$ cat config.mk
export PLATFORM = sky130hd
export DESIGN_NAME = delay_chain_len_ctrl
export DESIGN_NICKNAME = d
export VERILOG_FILES = /design/src/rtl/delay_chain_len_ctrl.sv
export SDC_FILE = /design/constraint.sdc
export NUM_CORES = 1
export LEC_CHECK = 0
export ABC_AREA = 1
export BUFFER_PORTS_ARGS = -buffer_cell sky130_fd_sc_hd__buf_2
export CAP_MARGIN = 15
export CORE_ASPECT_RATIO = 0.8
export CORE_MARGIN = 2
export CORE_UTILIZATION = 40
export DETAILED_ROUTE_END_ITERATION = 10
export PLACE_DENSITY = 0.63
export SYNTH_ARGS = -nofsm -noshare
export SYNTH_HDL_FRONTEND = slang
export SYNTH_SLANG_ARGS = --single-unit
$ cat constraint.sdc
create_clock -name clk -period 2 [get_ports clk]
set_clock_uncertainty 0.2 [all_clocks]
set_input_delay 0.4 -clock clk [delete_from_list [all_inputs] [get_ports clk]]
set_output_delay 0.4 -clock clk [all_outputs]
set_load 0.03 [all_outputs]
$ cat src/rtl/delay_chain_len_ctrl.sv
// Length/enable controller for RecfgDelayChain: defers length changes to non-shifting cycles, tracks fill.
// Optional stats counters are enabled by defining DELAY_CHAIN_CTRL_STATS_EN.
module delay_chain_len_ctrl #(
    parameter int MAX_LEN  = 16,
    parameter int MIN_LEN  = 0,
    parameter int LW       = $clog2(MAX_LEN + 1),
    parameter int HOLD_MAX = 8,
    parameter int INIT_LEN = MAX_LEN
) (
    input  logic          clk,
    input  logic          rst_n,
    input  logic          in_valid,
    output logic          in_ready,
    output logic          chain_en,
    output logic [LW-1:0] chain_length,
    input  logic          cfg_valid,
    input  logic [LW-1:0] cfg_len,
    output logic          cfg_ready,
    input  logic          flush,
    output logic          out_valid,
    output logic          cfg_clamped
`ifdef DELAY_CHAIN_CTRL_STATS_EN
    ,
    output logic [15:0]   stat_updates,
    output logic [15:0]   stat_stalls
`endif
);

    localparam int HW = (HOLD_MAX > 1) ? $clog2(HOLD_MAX) : 1;

    typedef enum logic [1:0] {RUN, PEND, STALL} state_t;

    state_t        state, state_nxt;
    logic [LW-1:0] pend_len, fill_cnt, clamp_len, apply_len;
    logic [HW-1:0] hold_cnt, hold_nxt;
    logic          cfg_oor, apply, load_pend, rdy, crdy;

    always_comb begin
        cfg_oor   = 1'b0;
        clamp_len = cfg_len;
        if (int'(cfg_len) > MAX_LEN) begin
            clamp_len = LW'(MAX_LEN);
            cfg_oor   = 1'b1;
        end else if (int'(cfg_len) < MIN_LEN) begin
            clamp_len = LW'(MIN_LEN);
            cfg_oor   = 1'b1;
        end
    end

    always_comb begin
        state_nxt = state;
        hold_nxt  = hold_cnt;
        apply     = 1'b0;
        apply_len = pend_len;
        load_pend = 1'b0;
        rdy       = 1'b1;
        crdy      = 1'b0;
        case (state)
            RUN: begin
                crdy = 1'b1;
                if (cfg_valid) begin
                    if (in_valid) begin
                        load_pend = 1'b1;
                        hold_nxt  = '0;
                        state_nxt = PEND;
                    end else begin
                        apply     = 1'b1;
                        apply_len = clamp_len;
                    end
                end
            end
            PEND: begin
                if (!in_valid) begin
                    apply     = 1'b1;
                    state_nxt = RUN;
                end else if (hold_cnt == HW'(HOLD_MAX - 1)) begin
                    state_nxt = STALL;
                end else begin
                    hold_nxt = hold_cnt + 1'b1;
                end
            end
            STALL: begin
                // Single forced bubble so the pending length lands on a non-shifting edge.
                rdy       = 1'b0;
                apply     = 1'b1;
                state_nxt = RUN;
            end
            default: state_nxt = RUN;
        endcase
    end

    assign in_ready  = !rst_n || rdy;
    assign cfg_ready = !rst_n || crdy;
    assign chain_en  = in_valid && in_ready;
    assign out_valid = rst_n ? (fill_cnt >= chain_length) : (INIT_LEN == 0);

    always_ff @(posedge clk) begin
        if (!rst_n) begin
            state        <= RUN;
            chain_length <= LW'(INIT_LEN);
            pend_len     <= '0;
            hold_cnt     <= '0;
            fill_cnt     <= '0;
            cfg_clamped  <= 1'b0;
        end else begin
            state    <= state_nxt;
            hold_cnt <= hold_nxt;
            if (load_pend) pend_len <= clamp_len;
            if (apply) chain_length <= apply_len;
            if (state == RUN && cfg_valid && cfg_oor) cfg_clamped <= 1'b1;
            if (flush) fill_cnt <= '0;
            else if (chain_en && fill_cnt != LW'(MAX_LEN)) fill_cnt <= fill_cnt + 1'b1;
        end
    end

`ifdef DELAY_CHAIN_CTRL_STATS_EN
    always_ff @(posedge clk) begin
        if (!rst_n) begin
            stat_updates <= '0;
            stat_stalls  <= '0;
        end else begin
            if (apply) stat_updates <= stat_updates + 16'd1;
            if (state != STALL && state_nxt == STALL) stat_stalls <= stat_stalls + 16'd1;
        end
    end
`endif

endmodule

After elaboration in Yosys (flattened, before gate mapping)
Cells that the tools add are included.
Operators by class
  $add $sub $neg: 2
  $lt $le $gt $ge: 2
  equality and inequality tests: 9
  multiplexer cells: 24
  bitwise operators: 1
  reductions and logical operators: 12
Operator list (number)
  2-to-1 mux 5 bit: 4
  2-to-1 mux 3 bit: 4
  2-to-1 mux 1 bit: 9
  2-to-1 mux 2 bit: 4
  != test 2 bit, second input constant: 4
  one-hot mux 3 bit (2 select lines): 1
  adder 5 x 1 -> 5 bit, second input constant: 1
  greater-or-equal comparator 5 bit: 1
  greater-than comparator 5 bit, second input constant: 1
  != test 5 bit, second input constant: 1
  AND reduction 5 bit: 1
  logical AND 1 bit: 4
  one-hot mux 2 bit (2 select lines): 1
  adder 3 x 1 -> 3 bit, second input constant: 1
  equality test 3 bit, second input constant: 1
  != test 3 bit, second input constant: 1
  one-hot mux 1 bit (3 select lines): 1
  AND reduction 3 bit: 1
  equality test 2 x 1 -> 1 bit, second input constant: 1
  equality test 2 bit, second input constant: 1
  logical NOT 2 bit: 1
  logical OR 1 bit: 2
  nonzero test 2 bit: 1
  OR reduction 2 bit: 1
  2 further kinds: 2
Word-level totals
  bits in registers: 21
  bits of input ports: 10
  output and inout bits: 10
  logic and storage cells: 56

Depth between registers and ports, before layout
  depth in word-level cells: 5
  mapped depth: 8
  depth with buffers taken out: 8

Worst setup path before layout
No wires, ideal clock.
  path type: register to output
  from: reg chain_length[4]
  to: out out_valid
  arrival: 1588 ps
  setup slack: -188 ps
  stages on the path, launching flop included: 9
  buffers on the path: 0
  cells stage by stage: dfxtp_1 > inv_1 > ha_1 > nand2_1 > nor2_1 > nand2_1 > nand3_1 > nor2_1 > nor2_1
Between the ends
  word-level cells in the longest chain between the ends: 2
Ends and longest elaborated chain
  from (decl): line 15  | output logic [LW-1:0] chain_length,
  from (signal assigned): line 100  | chain_length <= LW'(INIT_LEN);
  from (signal assigned): line 109  | if (apply) chain_length <= apply_len;
  greater-or-equal comparator 5 bit: line 95  | assign out_valid = rst_n ? (fill_cnt >= chain_length) : (INIT_LEN == 0);
  2-to-1 mux 1 bit: line 95
  to (decl): line 20  | output logic out_valid,
No other way between the ends.

Final worst setup path
  from: reg fill_cnt[4]
  to: out out_valid
Between the ends
  word-level cells in the longest chain between the ends: 2
Ends and longest elaborated chain
  from (decl): line 34  | logic [LW-1:0] pend_len, fill_cnt, clamp_len, apply_len;
  from (signal assigned): line 112  | else if (chain_en && fill_cnt != LW'(MAX_LEN)) fill_cnt <= fill_cnt + 1'b1;
  greater-or-equal comparator 5 bit: line 95
  2-to-1 mux 1 bit: line 95
No other way between the ends.

==> metrics <==
# diodes=0; leakage=between 0.7 and 0.8 nW; vias in the first global route=~1,100; max_slew headroom=about four fifths; number of synthesized register bits=21; Port Buffers=19; grt met1 use=a little under a quarter; FP Rows=18; clock tree buffer depth=2; die width=about 69 um; worst skew pair latency=between 0.2 and 0.3 ns; most frequent CP cell=nor2_4; grt ovf=0; YS warnings=0; Tcrit/Tclk final=103%; DR vias=between 1,000 and 1,500; Total Routing Usage GR=roughly 16%; initial antenna violation count=0; crit path time final=approximately 2.1 ns; post-synth top area cell=dfxtp_1; fillers=between 300 and 400; Peak Freq=between 400 and 500 MHz; TritonCTS buffer count=3; PD cells=between 500 and 600 nW/um^2; Post-route DRC=0; FF+latch area=between 400 and 500 sq um; crit-path max cell delay=0.39 ns; critical path endpoint category=primary output; worst endpoint data arrival time=roughly 1.5 ns; outcome=complete, but fails checks; pre-CTS setup slack=between 0.1 and 0.15 ns; failing checks=negative setup slack; routability cong.=0.783; VDD IR max=between 0.0004 and 0.0005 V; # Max-Cap Violations=0; met3 GRT Util=3.64%; GR met2 Demand/Resource=24.3%; Initial Util=a little over two fifths; IO Count=20; required time of the critical path=around 1.4 ns; Nets=between 200 and 250; Mapped Area=approximately 1300 sq um; RSZ-0062 raised after global routing=true; Synth Area per Inst=around 6.8 sq um; Critical Path Start Type=flop; CP cell instances=ha_4 -> nand2_4 -> inv_1 -> nand2_1 -> nand3_2 -> nor2_4 -> nor2_4 -> buf_6; Die Ht=between 50 and 60 um; cells after synthesis=~200; fraction of layout instances using a drive strength above 1=around 32%; Fin. Hold Viols=0; critical path's top delay family=simple AND/OR/NAND/NOR gates; Antenna Violating Nets Remaining=0; crit-path max FO=3; Die ar.=roughly 3800 sq um; Clock Pin Slew Worst Setup and Hold Paths=around 0.08 ns; PnR worst setup slack=-0.0615 ns; Syn Nets=between 200 and 250; htree depth=1; # clock sinks=21; DRT Pass-1 Iters=5; Hold Crit Class=input port to flop; CP max-delay cell=dfxtp_1; routed wire length=~2.8 mm; critical path class=flop to primary output; core region area=~3100 sq um; area taken by multi-input logic gates=855 sq um; WL per Instance=between 10 and 15 um; largest net degree at the start of global routing=12; global route hottest layer=met2; Final HPWL DP=2.07 mm; Layout area overhead=24.8%; Synth area leaders=dfxtp_1 32%, nand2_1 14%, ha_1 8.4%; final core utilization=a little over half; worst slew pin tran=about 0.3 ns; first-pass GRT wire length=4.75 mm; CTS root buffer=clkbuf_8; CP Buf/Inv Count=2; Final Setup Violations=1; CTS tree=built; Final Slew Violations=0; Netlist cell types=24; area share of the largest cell type after synthesis=31.5%; sequential cell area fraction in the yosys report=approximately a third; First DRT Iteration DRCs=32; vias per cell=~4.6
power by group:
group	leakage (nW)	switching (mW)	internal, mW
combinational	0.604	0.135	0.0812
sequential	0.173	0.0125	0.440
clock	0.0228	0.143	0.142
total	0.799	0.290	0.664
cell families after synthesis:
group / count (synthesis) / share of synthesized area (%)
DFF: 21 / 31.5
AOI/OAI and AO/OA: 22 / 11.4
and+or+nand+nor: 108 / 37.1
xor gates and xnor gates: 1 / 0.657
adders and majority gates: 9 / 8.44
buffers and inverters: 36 / 10.9
layer usage:
layer | share of wire [%] | vias to the layer above
met1 | 51 | 516
met3 | 3.0 | 2
li1 | - | 674
met5 | 0 | -
met4 | 0.60 | 0
met2 | 46 | 14
layout make-up:
cell class                 instances  share of cell area [%]
clock buffer                       4                    2.71
tap                               40                    3.01
inverter                          32                    7.22
multi-input combinational        140                    51.4
timing repair buffer              28                    10.2
sequential                        21                    25.6
what timing repair did:
item | CTS | global route
hold buffers | 0 | 0
gates resized for setup | 16 | 6
pin swaps | 5 | 3
buffers inserted | 1 | 2
setup endpoints to repair | 1 | 1
registers in the layout, indices dropped and copies added, names as in the netlist:
name	flops
chain_length	5
fill_cnt	5
pend_len	5
hold_cnt	3
state	2
cfg_clamped	1
synth_stat cells:
cell,n
o211ai_1,1
xor2_1,1
a21oi_1,8
a31oi_1,1
buf_4,2
o21ai_1,2
nand3_2,2
nand2_2,6
nand2_1,48
nand4_1,3
nand2_4,1
a211oi_2,2
nor2_1,26
dfxtp_1,21
o21ai_0,4
nand3_1,17
inv_1,30
a21oi_2,3
inv_2,2
nor2_8,1
a21oi_4,1
buf_2,2
nor2_2,4
ha_1,9
cells in the final DEF (no fill, tap or decap), drive strengths merged:
cell / n
ha: 9
nand3: 19
inv: 32
nand2: 55
dfxtp: 21
a31oi: 1
clkbuf: 4
xor2: 1
buf: 28
a211oi: 2
a21oi: 12
o211ai: 1
nand4: 3
nor2: 31
o21ai: 6
worst register-to-register path: cells and delay by family (launching register included):
kind	cells	cell delay (ns)
AO/OA/AOI/OAI	1	0.21
adder cells (fa/ha/maj)	1	0.16
flip-flops	1	0.41
buffers and inverters	3	0.25
AND/OR/NAND/NOR	4	0.33
final timing paths:
kind	startpoint	end	cells past startpoint	slack (ns)
setup / recovery	fill_cnt[4]	out_valid	8	-0.06
hold / removal	cfg_len[2]	pend_len[2]	3	0.20
setup reg to reg	fill_cnt[1]	fill_cnt[1]	9	0.35
hold reg to reg	cfg_clamped	cfg_clamped	2	0.28
per-stage QoR:
step | total power [mW] | area (sq um) | TNS (ns) | instances | hold slack, ns
after detailed placement | 0.650 | 1510 | 0 | 258 | 0.258
after CTS | 0.947 | 1630 | -0.0438 | 263 | 0.201
after global routing | 1.01 | 1660 | -0.140 | 265 | 0.252
final | 0.954 | 1660 | -0.0615 | 265 | 0.204
after floorplan | 0.603 | 1340 | 0 | 197 | 0.271
after global placement | 0.650 | 1510 | 0 | 258 | 0.263
Note: power is estimated with default switching activity, not from simulation.
